## config.mk

```make
export PLATFORM = sky130hd
export DESIGN_NAME = dff_err_frame_tx
export DESIGN_NICKNAME = d
export VERILOG_FILES = /design/src/rtl/dff_err_frame_tx.sv
export SDC_FILE = /design/constraint.sdc
export NUM_CORES = 1
export LEC_CHECK = 0
export BUFFER_PORTS_ARGS = -buffer_cell sky130_fd_sc_hd__buf_2
export CAP_MARGIN = 0
export CORE_AREA = 2 2 162 164
export CTS_CLUSTER_DIAMETER = 100
export DETAILED_ROUTE_END_ITERATION = 6
export DIE_AREA = 0 0 164 166
export PLACE_DENSITY = 0.79
export SYNTH_ARGS = -nofsm -noshare
export SYNTH_HDL_FRONTEND = slang
export SYNTH_SLANG_ARGS = --single-unit
export TNS_END_PERCENT = 100
```

## constraint.sdc

```tcl
create_clock -name CLK -period 5.05 [get_ports CLK]
set_clock_uncertainty 0.1 [all_clocks]
set_input_delay 0.2525 -clock CLK [delete_from_list [all_inputs] [get_ports CLK]]
set_output_delay 0.2525 -clock CLK [all_outputs]
set_load 0.02 [all_outputs]
```

## src/rtl/dff_err_frame_tx.sv

```systemverilog
// Framed serial readout of the DFF error counters.
// Snapshot on save_data, shift one bit per data_clk edge, CRC-8 trailer.
module dff_err_frame_tx #(
  parameter int         N_CH   = 20,
  parameter int         CNT_W  = 12,
  parameter logic [7:0] HEADER = 8'hA5
) (
  input  logic                    CLK,
  input  logic                    RST,
  input  logic [N_CH*CNT_W-1:0]   ERR_CNT_FLAT,
  input  logic                    save_data,
  input  logic                    data_clk,
  output logic                    DATA_OUT,
  output logic                    BUSY,
  output logic                    FRAME_DONE,
  output logic                    OVERRUN
);

  localparam int PRE_BITS   = 16 + N_CH * CNT_W;
  localparam int FRAME_BITS = PRE_BITS + 8;
  localparam int IDX_W      = 9;

  localparam logic [1:0] S_IDLE  = 2'd0;
  localparam logic [1:0] S_SHIFT = 2'd1;
  localparam logic [1:0] S_DONE  = 2'd2;

  logic [1:0]            state;
  logic [2:0]            save_sr;
  logic [2:0]            dclk_sr;
  logic [N_CH*CNT_W-1:0] shadow;
  logic [7:0]            crc;
  logic [IDX_W-1:0]      idx;

  logic                  save_edge;
  logic                  dclk_edge;
  logic [PRE_BITS-1:0]   pre;
  logic [FRAME_BITS-1:0] frame_now;
  logic [FRAME_BITS-1:0] frame_nxt;
  logic [IDX_W-1:0]      idx_nxt;
  logic [IDX_W-1:0]      rev_cur;
  logic [IDX_W-1:0]      rev_nxt;
  logic                  cur_bit;
  logic                  crc_fb;
  logic [7:0]            crc_nxt;

  assign save_edge = save_sr[1] & ~save_sr[2];
  assign dclk_edge = dclk_sr[1] & ~dclk_sr[2];

  // Frame laid out MSB-first so bit index k lives at position FRAME_BITS-1-k
  always_comb begin
    pre = '0;
    pre[PRE_BITS-1 -: 16] = {HEADER, 8'(N_CH)};
    for (int i = 0; i < N_CH; i++) begin
      pre[PRE_BITS-17-i*CNT_W -: CNT_W] = shadow[i*CNT_W +: CNT_W];
    end
  end

  assign idx_nxt   = idx + IDX_W'(1);
  assign rev_cur   = IDX_W'(FRAME_BITS - 1) - idx;
  assign rev_nxt   = IDX_W'(FRAME_BITS - 1) - idx_nxt;
  assign frame_now = {pre, crc};
  assign cur_bit   = frame_now[rev_cur];
  assign crc_fb    = crc[7] ^ cur_bit;

  always_comb begin
    crc_nxt = crc;
    if (idx < IDX_W'(PRE_BITS)) begin
      crc_nxt = {crc[6:0], 1'b0} ^ (crc_fb ? 8'h07 : 8'h00);
    end
  end

  assign frame_nxt = {pre, crc_nxt};

  always_ff @(posedge CLK) begin
    if (RST) begin
      state      <= S_IDLE;
      save_sr    <= '0;
      dclk_sr    <= '0;
      shadow     <= '0;
      crc        <= '0;
      idx        <= '0;
      DATA_OUT   <= 1'b0;
      BUSY       <= 1'b0;
      FRAME_DONE <= 1'b0;
      OVERRUN    <= 1'b0;
    end else begin
      save_sr    <= {save_sr[1:0], save_data};
      dclk_sr    <= {dclk_sr[1:0], data_clk};
      FRAME_DONE <= 1'b0;
      unique case (state)
        S_IDLE: begin
          // a coincident data_clk edge is dropped so bit 0 is not skipped
          if (save_edge) begin
            shadow   <= ERR_CNT_FLAT;
            crc      <= '0;
            idx      <= '0;
            OVERRUN  <= 1'b0;
            BUSY     <= 1'b1;
            DATA_OUT <= HEADER[7];
            state    <= S_SHIFT;
          end
        end
        S_SHIFT: begin
          if (save_edge) OVERRUN <= 1'b1;
          if (dclk_edge) begin
            idx <= idx_nxt;
            crc <= crc_nxt;
            if (idx_nxt == IDX_W'(FRAME_BITS)) begin
              state      <= S_DONE;
              BUSY       <= 1'b0;
              FRAME_DONE <= 1'b1;
              DATA_OUT   <= 1'b0;
            end else begin
              DATA_OUT <= frame_nxt[rev_nxt];
            end
          end
        end
        S_DONE: begin
          BUSY     <= 1'b0;
          DATA_OUT <= 1'b0;
          state    <= S_IDLE;
        end
        default: state <= S_IDLE;
      endcase
    end
  end

endmodule

```

==> flow_metrics.py, run 1 <==
metrics = {
    "status": {
        "status": "finished clean",
    },
    "sta": {
        "slew_viol_final": 0,
        "slew_headroom_pct": 32.06,
        "hold_ws_ns": 0.2533,
        "period_needed_ns": 4.169,
        "setup_viol": 0,
        "hold_viol_final": 0,
        "worstMarginPinSlew_ns": 1.015,
        "finalSetupTns_ns": 0,
        "max_freq_ghz": 0.2399,
        "rsz0062_at_grt": "no",
        "min_period_over_period_pct": 82.56,
    },
    "global_route": {
        "grt_pass1_vias": 14509,
        "track_usage_pct": 35.34,
        "grt_pass1_wl_mm": 76.17,
        "grt_max_degree": 241,
        "grt_overflow": 0,
        "antenna_found_initial": 2,
    },
    "detailed_routing": {
        "route.detailed.drc": 0,
        "drt_pass1_iterations": 6,
        "vias": 14326,
        "wl_per_cell_um": 20.90,
        "totalWireLength_mm": 48.67,
        "viasPerCell": 6.151,
        "drtIter0Drc": 1798,
        "postRouteAntennaNets": 0,
    },
    "floorplan": {
        "ios": 248,
        "start_util_pct": 55.58,
        "rows": 59,
        "die_h_um": 166,
        "die_w_um": 164,
        "die_area_um2": 27220,
        "core_um2": 25620,
    },
    "power": {
        "switching_share_pct": 25.91,
        "leakagePower_uw": 0.006935,
        "power_switching_uw": 1292,
        "power_density_nw_per_um2": 266.3,
        "p_seq_share_pct": 45.7,
        "p_int_uw": 3696,
        "pwr-share-clk_pct": 41.1,
        "combPwrFrac_pct": 13.1,
        "max-vdd-ir-drop_uv": 309.4,
    },
    "min_path": {
        "min_path_type": "input pin to register",
        "holdPathEnd": "OVERRUN",
        "min-delay-start": "RST",
        "whs_path_depth": 2,
    },
    "placement": {
        "hpwl_mm": 27.81,
        "io_buffers": 247,
        "gp_congestion": 0.9663,
    },
    "logic_synthesis": {
        "synth_nets": 1825,
        "async_reset_ff_share_pct": 0,
        "postSynthAreaPerCell_um2": 9.074,
        "syn_inst": 1569,
        "ys.flop_type": "dfxtp_1",
        "ys_ff_latch": 269,
        "ys_seq_area_share_pct": 37.82,
        "synth_area_um2": 14240,
        "synth_edf_count": 0,
        "yosys_warnings": 0,
        "yosys.cell_types.count": 67,
    },
    "run": {
        "max_cap_viol_count": 0,
    },
    "clocking": {
        "clockRootBuffer": "clkbuf_16",
        "htree_levels": 1,
        "clk_path_buf_depth": 3,
        "cts_buffers": 27,
        "clk_pin_slew_worst_paths_ns": 0.07,
        "clock_latency_ns": 0.55,
        "cts_tree": "built",
        "cts_setup_buffers": 0,
        "cts_sinks": 269,
    },
    "setup_path": {
        "critical-path-slowest-cell": "dfxtp_4",
        "path_max_fanout": 23,
        "ff2ff_path_depth": 13,
        "cp_top_family": "compound AO/OA/AOI/OAI gates",
        "worst_path_largest_cell_delay_ns": 0.50,
        "worstPathArrival_ns": 4.50,
        "criticalPathCategory": "register to register",
        "critPathBufInv": 1,
        "cp.required_ns": 5.38,
        "critPathLaunchType": "register",
        "r2r_start": "idx[0]",
        "crit_start": "idx[0]",
        "r2r_slack_ns": 0.88,
        "rr_endpoint": "DATA_OUT",
        "path_cells": "buf_4 > ha_1 > nand3_1 > xnor2_1 > ha_1 > mux4_2 > and2_1 > a211oi_1 > a211oi_1 > a21oi_1 > nand3_1 > a41oi_1 > o21ai_1",
        "setup.worst_path.end_class": "register",
    },
    "cells_and_area": {
        "drive_above_1_share_pct": 22.98,
        "area_growth_pct": 31.57,
        "nets": 2228,
    },
}
repair_timing:
| action | CTS | global route |
|---|---|---|
| gates resized for setup | 0 | 0 |
| endpoints found under the hold margin | 242 | 0 |
| hold buffers | 242 | 0 |
area by class of cell:
| class | instances | area, µm² |
|---|---|---|
| fill | 1682 | 6884 |
| sequential | 269 | 5391 |
| timing repair buffer | 505 | 3812 |
| tap | 335 | 419.2 |
| clock buffer | 37 | 793.3 |
| clock inverter | 13 | 108.9 |
| multi-input combinational | 1158 | 8163 |
| antenna | 1 | 2.502 |
| inverter | 11 | 41.29 |
sequential cells by signal, summed over array words and instances, names as in the netlist:
register,count
FRAME_DONE,1
shadow,240
crc,8
dclk_sr,3
BUSY,1
state,2
DATA_OUT,1
save_sr,3
OVERRUN,1
idx,9
synth_stat cells, drive strengths merged (4+ instances only):
master,n,area (µm²)
nand2,519,1948
dfxtp,269,5385
a21oi,257,1286
mux4,133,3055
clkbuf,93,392.9
nor2,45,168.9
buf,38,289.0
mux2i,31,310.3
nand3,14,70.07
xnor2,14,145.1
ha,12,150.1
o21ai,12,60.06
a22oi,10,75.07
inv,10,37.53
nor2b,10,62.56
mux2,9,101.4
a211oi,8,60.06
xor2,8,77.58
nand2b,7,43.79
and2,6,37.54
nor3,6,30.03
o22ai,5,31.28
o31ai,5,42.54
a221oi,4,35.03
and3,4,26.28
stage by stage:
stage | power, µW | instance area (µm²) | setup slack [ns] | utilization [%] | cells
2_1_floorplan | 2599 | 14240 | 1.278 | - | 1569
3_3_place_gp | 2778 | 15400 | 1.138 | 60.14 | 2036
3_5_place_dp | 2795 | 15400 | 0.9990 | 60.14 | 2036
5_1_grt | 5135 | 18730 | 0.6130 | 73.13 | 2329
4_1_cts | 4943 | 18730 | 0.9651 | 73.12 | 2328
6_report | 4988 | 18730 | 0.8808 | 73.13 | 2329
power groups by stage:
stage	clock network (µW)	logic, µW	registers, µW
after floorplan	0	303	2300
after global placement	0	461	2320
after detailed placement	0	472	2320
after CTS	2050	616	2280
after global routing	2150	704	2290
final	2050	654	2280
layout by cell type (no fill, tap or decap), types with 10 or more instances in the layout:
cell,count
xnor2_1,11
mux4_2,116
a21oi_1,257
buf_4,14
mux4_1,14
buf_2,246
nor2b_1,10
nand2_1,518
nand3_1,14
nor2_1,45
mux2i_1,31
ha_1,11
dfxtp_1,266
clkbuf_16,27
a22oi_1,10
dlygate4sd3_1,242
o21ai_0,10
how the worst max path moves through the flow:
stage | endpoint | slack, ns | cells after the start
2_1_floorplan | DATA_OUT | 1.28 | 16
3_3_place_gp | DATA_OUT | 1.14 | 13
3_5_place_dp | DATA_OUT | 1.0 | 13
4_1_cts | DATA_OUT | 0.97 | 13
5_1_grt | DATA_OUT | 0.61 | 14
6_report | DATA_OUT | 0.88 | 13
routing by layer:
layer,vias to the layer above,GRT usage [%],routed length (µm)
met5,-,0,13
met4,2,20.63,3303
met3,289,6.319,4231
met2,944,59.15,23830
met1,6761,42.56,17290
li1,6330,-,-
cell families after synthesis:
group / count (synthesis) / share of synthesized area, %
AOI/OAI and AO/OA: 325 / 12.57
xor gates and xnor gates: 22 / 1.564
adders and majority gates: 12 / 1.055
buffers and inverters: 142 / 5.080
DFF: 269 / 37.82
muxes: 173 / 24.35
and+or+nand+nor: 626 / 17.56
No activity file was read; power rests on OpenSTA's default activity.
==> run 2, diff against run 1 <==
==> constraint.sdc (replaced) <==
create_clock -name CLK -period 4.1 [get_ports CLK]
set_clock_uncertainty 0.1 [all_clocks]
set_input_delay 0.205 -clock CLK [delete_from_list [all_inputs] [get_ports CLK]]
set_output_delay 0.205 -clock CLK [all_outputs]
set_load 0.02 [all_outputs]
==> flow_metrics.py, run 2 (synthesis gave the netlist of run 1 again) <==
metrics = {
    "cells_and_area": {
        "drive_above_1_share_pct": 23.15,
        "post-route-cell-area_um2": 18850,
        "top_regs": "shadow x240, idx x9, crc x8",
        "final_cell_mix": "nand2_1 (518), dfxtp_1 (266), a21oi_1 (257)",
        "fill_cells": 1623,
        "largest_register_ffs": 240,
        "top_register": "shadow",
        "fin_util_pct": 73.59,
        "area_growth_pct": 32.41,
        "layout_commonest_cell": "nand2_1",
        "seqCellArea_um2": 5391,
        "multi_input_area_um2": 8163,
        "nets": 2243,
    },
    "power": {
        "pwr-share-clk_pct": 41.3,
        "p_seq_share_pct": 45.6,
        "p_int_uw": 4602,
        "max-vdd-ir-drop_uv": 362.2,
        "power_switching_uw": 1566,
        "combPwrFrac_pct": 13.1,
        "switching_share_pct": 25.39,
        "leakagePower_uw": 0.006992,
        "power_density_nw_per_um2": 327.2,
    },
    "global_route": {
        "grt_overflow": 0,
        "antenna_found_initial": 2,
        "grt_max_degree": 151,
        "grt_pass1_vias": 14519,
        "grt_pass1_wl_mm": 76.17,
        "track_usage_pct": 35.32,
    },
    "status": {
        "violations": "DRC",
        "status": "complete, but fails checks",
    },
    "detailed_routing": {
        "drtIter0Drc": 1926,
        "vias": 14436,
        "wl_met3_mm": 4.421,
        "route.met2.wl_mm": 23.78,
        "wl_per_cell_um": 20.86,
        "postRouteAntennaNets": 0,
        "totalWireLength_mm": 48.86,
        "viasPerCell": 6.164,
        "route.detailed.drc": 2,
        "drt_pass1_iterations": 7,
        "top_layer": "met4",
        "route.layer.met1.wl_mm": 17.48,
    },
    "clocking": {
        "cts_buffers": 27,
        "htree_levels": 1,
        "clock_latency_ns": 0.54,
        "cts_sinks": 269,
        "clockRootBuffer": "clkbuf_16",
        "cts_tree": "built",
        "clk_pin_slew_worst_paths_ns": 0.06,
        "cts_resized": 0,
        "clk_path_buf_depth": 3,
    },
    "sta": {
        "worstMarginPinSlew_ns": 1.004,
        "setup_viol": 0,
        "hold_viol_final": 0,
        "slew_viol_final": 0,
        "max_freq_ghz": 0.2583,
        "period_needed_ns": 3.872,
        "slew_headroom_pct": 32.59,
        "rsz0062_at_grt": "no",
        "finalSetupTns_ns": 0,
        "min_period_over_period_pct": 94.44,
    },
    "placement": {
        "place_area_um2": 15540,
        "io_buffers": 247,
        "hpwl_mm": 27.82,
        "gp_congestion": 0.9118,
    },
    "setup_path": {
        "setup.worst_path.end_class": "register",
        "critical-path-slowest-cell": "ha_4",
        "worst_path_largest_cell_delay_ns": 0.61,
        "cp_top_family": "compound AO/OA/AOI/OAI gates",
        "critPathBufInv": 1,
        "critPathLaunchType": "register",
        "path_cells": "inv_2 > ha_4 > mux4_2 > mux4_2 > and2_1 > a211oi_1 > a211oi_1 > a21oi_1 > nand3_1 > a41oi_1 > o21ai_1",
        "worstPathArrival_ns": 4.20,
        "criticalPathCategory": "register to register",
        "path_max_fanout": 32,
        "cp.required_ns": 4.43,
    },
    "floorplan": {
        "rows": 59,
        "die_area_um2": 27220,
        "core_um2": 25620,
        "die_w_um": 164,
        "die_h_um": 166,
        "start_util_pct": 55.58,
        "ios": 248,
    },
    "run": {
        "max_cap_viol_count": 0,
    },
    "min_path": {
        "min_path_type": "input pin to register",
    },
}
[run 2: final timing paths]
path | cells after the start | slack [ns] | from | end
worst max-delay path | 11 | 0.23 | idx[0] | DATA_OUT
worst min-delay path | 2 | 0.22 | RST | crc[5]
worst max register to register | 11 | 0.23 | idx[0] | DATA_OUT
worst min register to register | 1 | 0.34 | save_sr[0] | save_sr[1]
[run 2: final cells by class]
class | instances | share of cell area (%)
Clock buffer | 38 | 4.015
Sequential cell | 269 | 28.60
Antenna cell | 3 | 0.03982
Tap cell | 335 | 2.223
Inverter | 11 | 0.2190
Clock inverter | 8 | 0.6504
Timing Repair Buffer | 520 | 20.95
Multi-Input combinational cell | 1158 | 43.30
[run 2: repair_timing]
item | 4_1_cts | 5_1_grt
hold buffers | 242 | 0
endpoints found under the setup margin | 0 | 0
endpoints found under the hold margin | 242 | 0
setup buffers | 0 | 0
[run 2: power by group through the flow]
| stage | combinational, µW | clock [µW] | sequential (µW) |
|---|---|---|---|
| global route | 870 | 2640 | 2820 |
| detailed placement | 585 | 0 | 2860 |
| CTS | 763 | 2510 | 2810 |
| floorplan | 373 | 0 | 2830 |
| finish | 809 | 2540 | 2810 |
| global placement | 571 | 0 | 2860 |
[run 2: routing by layer]
metal	global-route usage [%]	vias up
met1	43.19	6779
met4	19.53	0
met2	58.79	998
met5	0	-
li1	-	6366
met3	6.518	293
[run 2: per-stage QoR]
stage / hold slack, ns / instances / total power, µW / setup slack (ns)
detailed placement: 0.3270 / 2051 / 3447 / 0.4524
global placement: 0.3319 / 2051 / 3427 / 0.6115
global route: 0.2968 / 2341 / 6328 / 0.1157
finish: 0.2191 / 2342 / 6168 / 0.2280
floorplan: 0.2332 / 1569 / 3201 / 0.3284
CTS: 0.2262 / 2339 / 6079 / 0.4276
[run 2: worst register-to-register path, stage by stage, from the launching register on]
cell and delay [ns]:
dfxtp_4 0.57, inv_2 0.23, ha_4 0.61, mux4_2 0.39, mux4_2 0.47, and2_1 0.18
a211oi_1 0.29, a211oi_1 0.11, a21oi_1 0.29, nand3_1 0.16, a41oi_1 0.27, o21ai_1 0.09
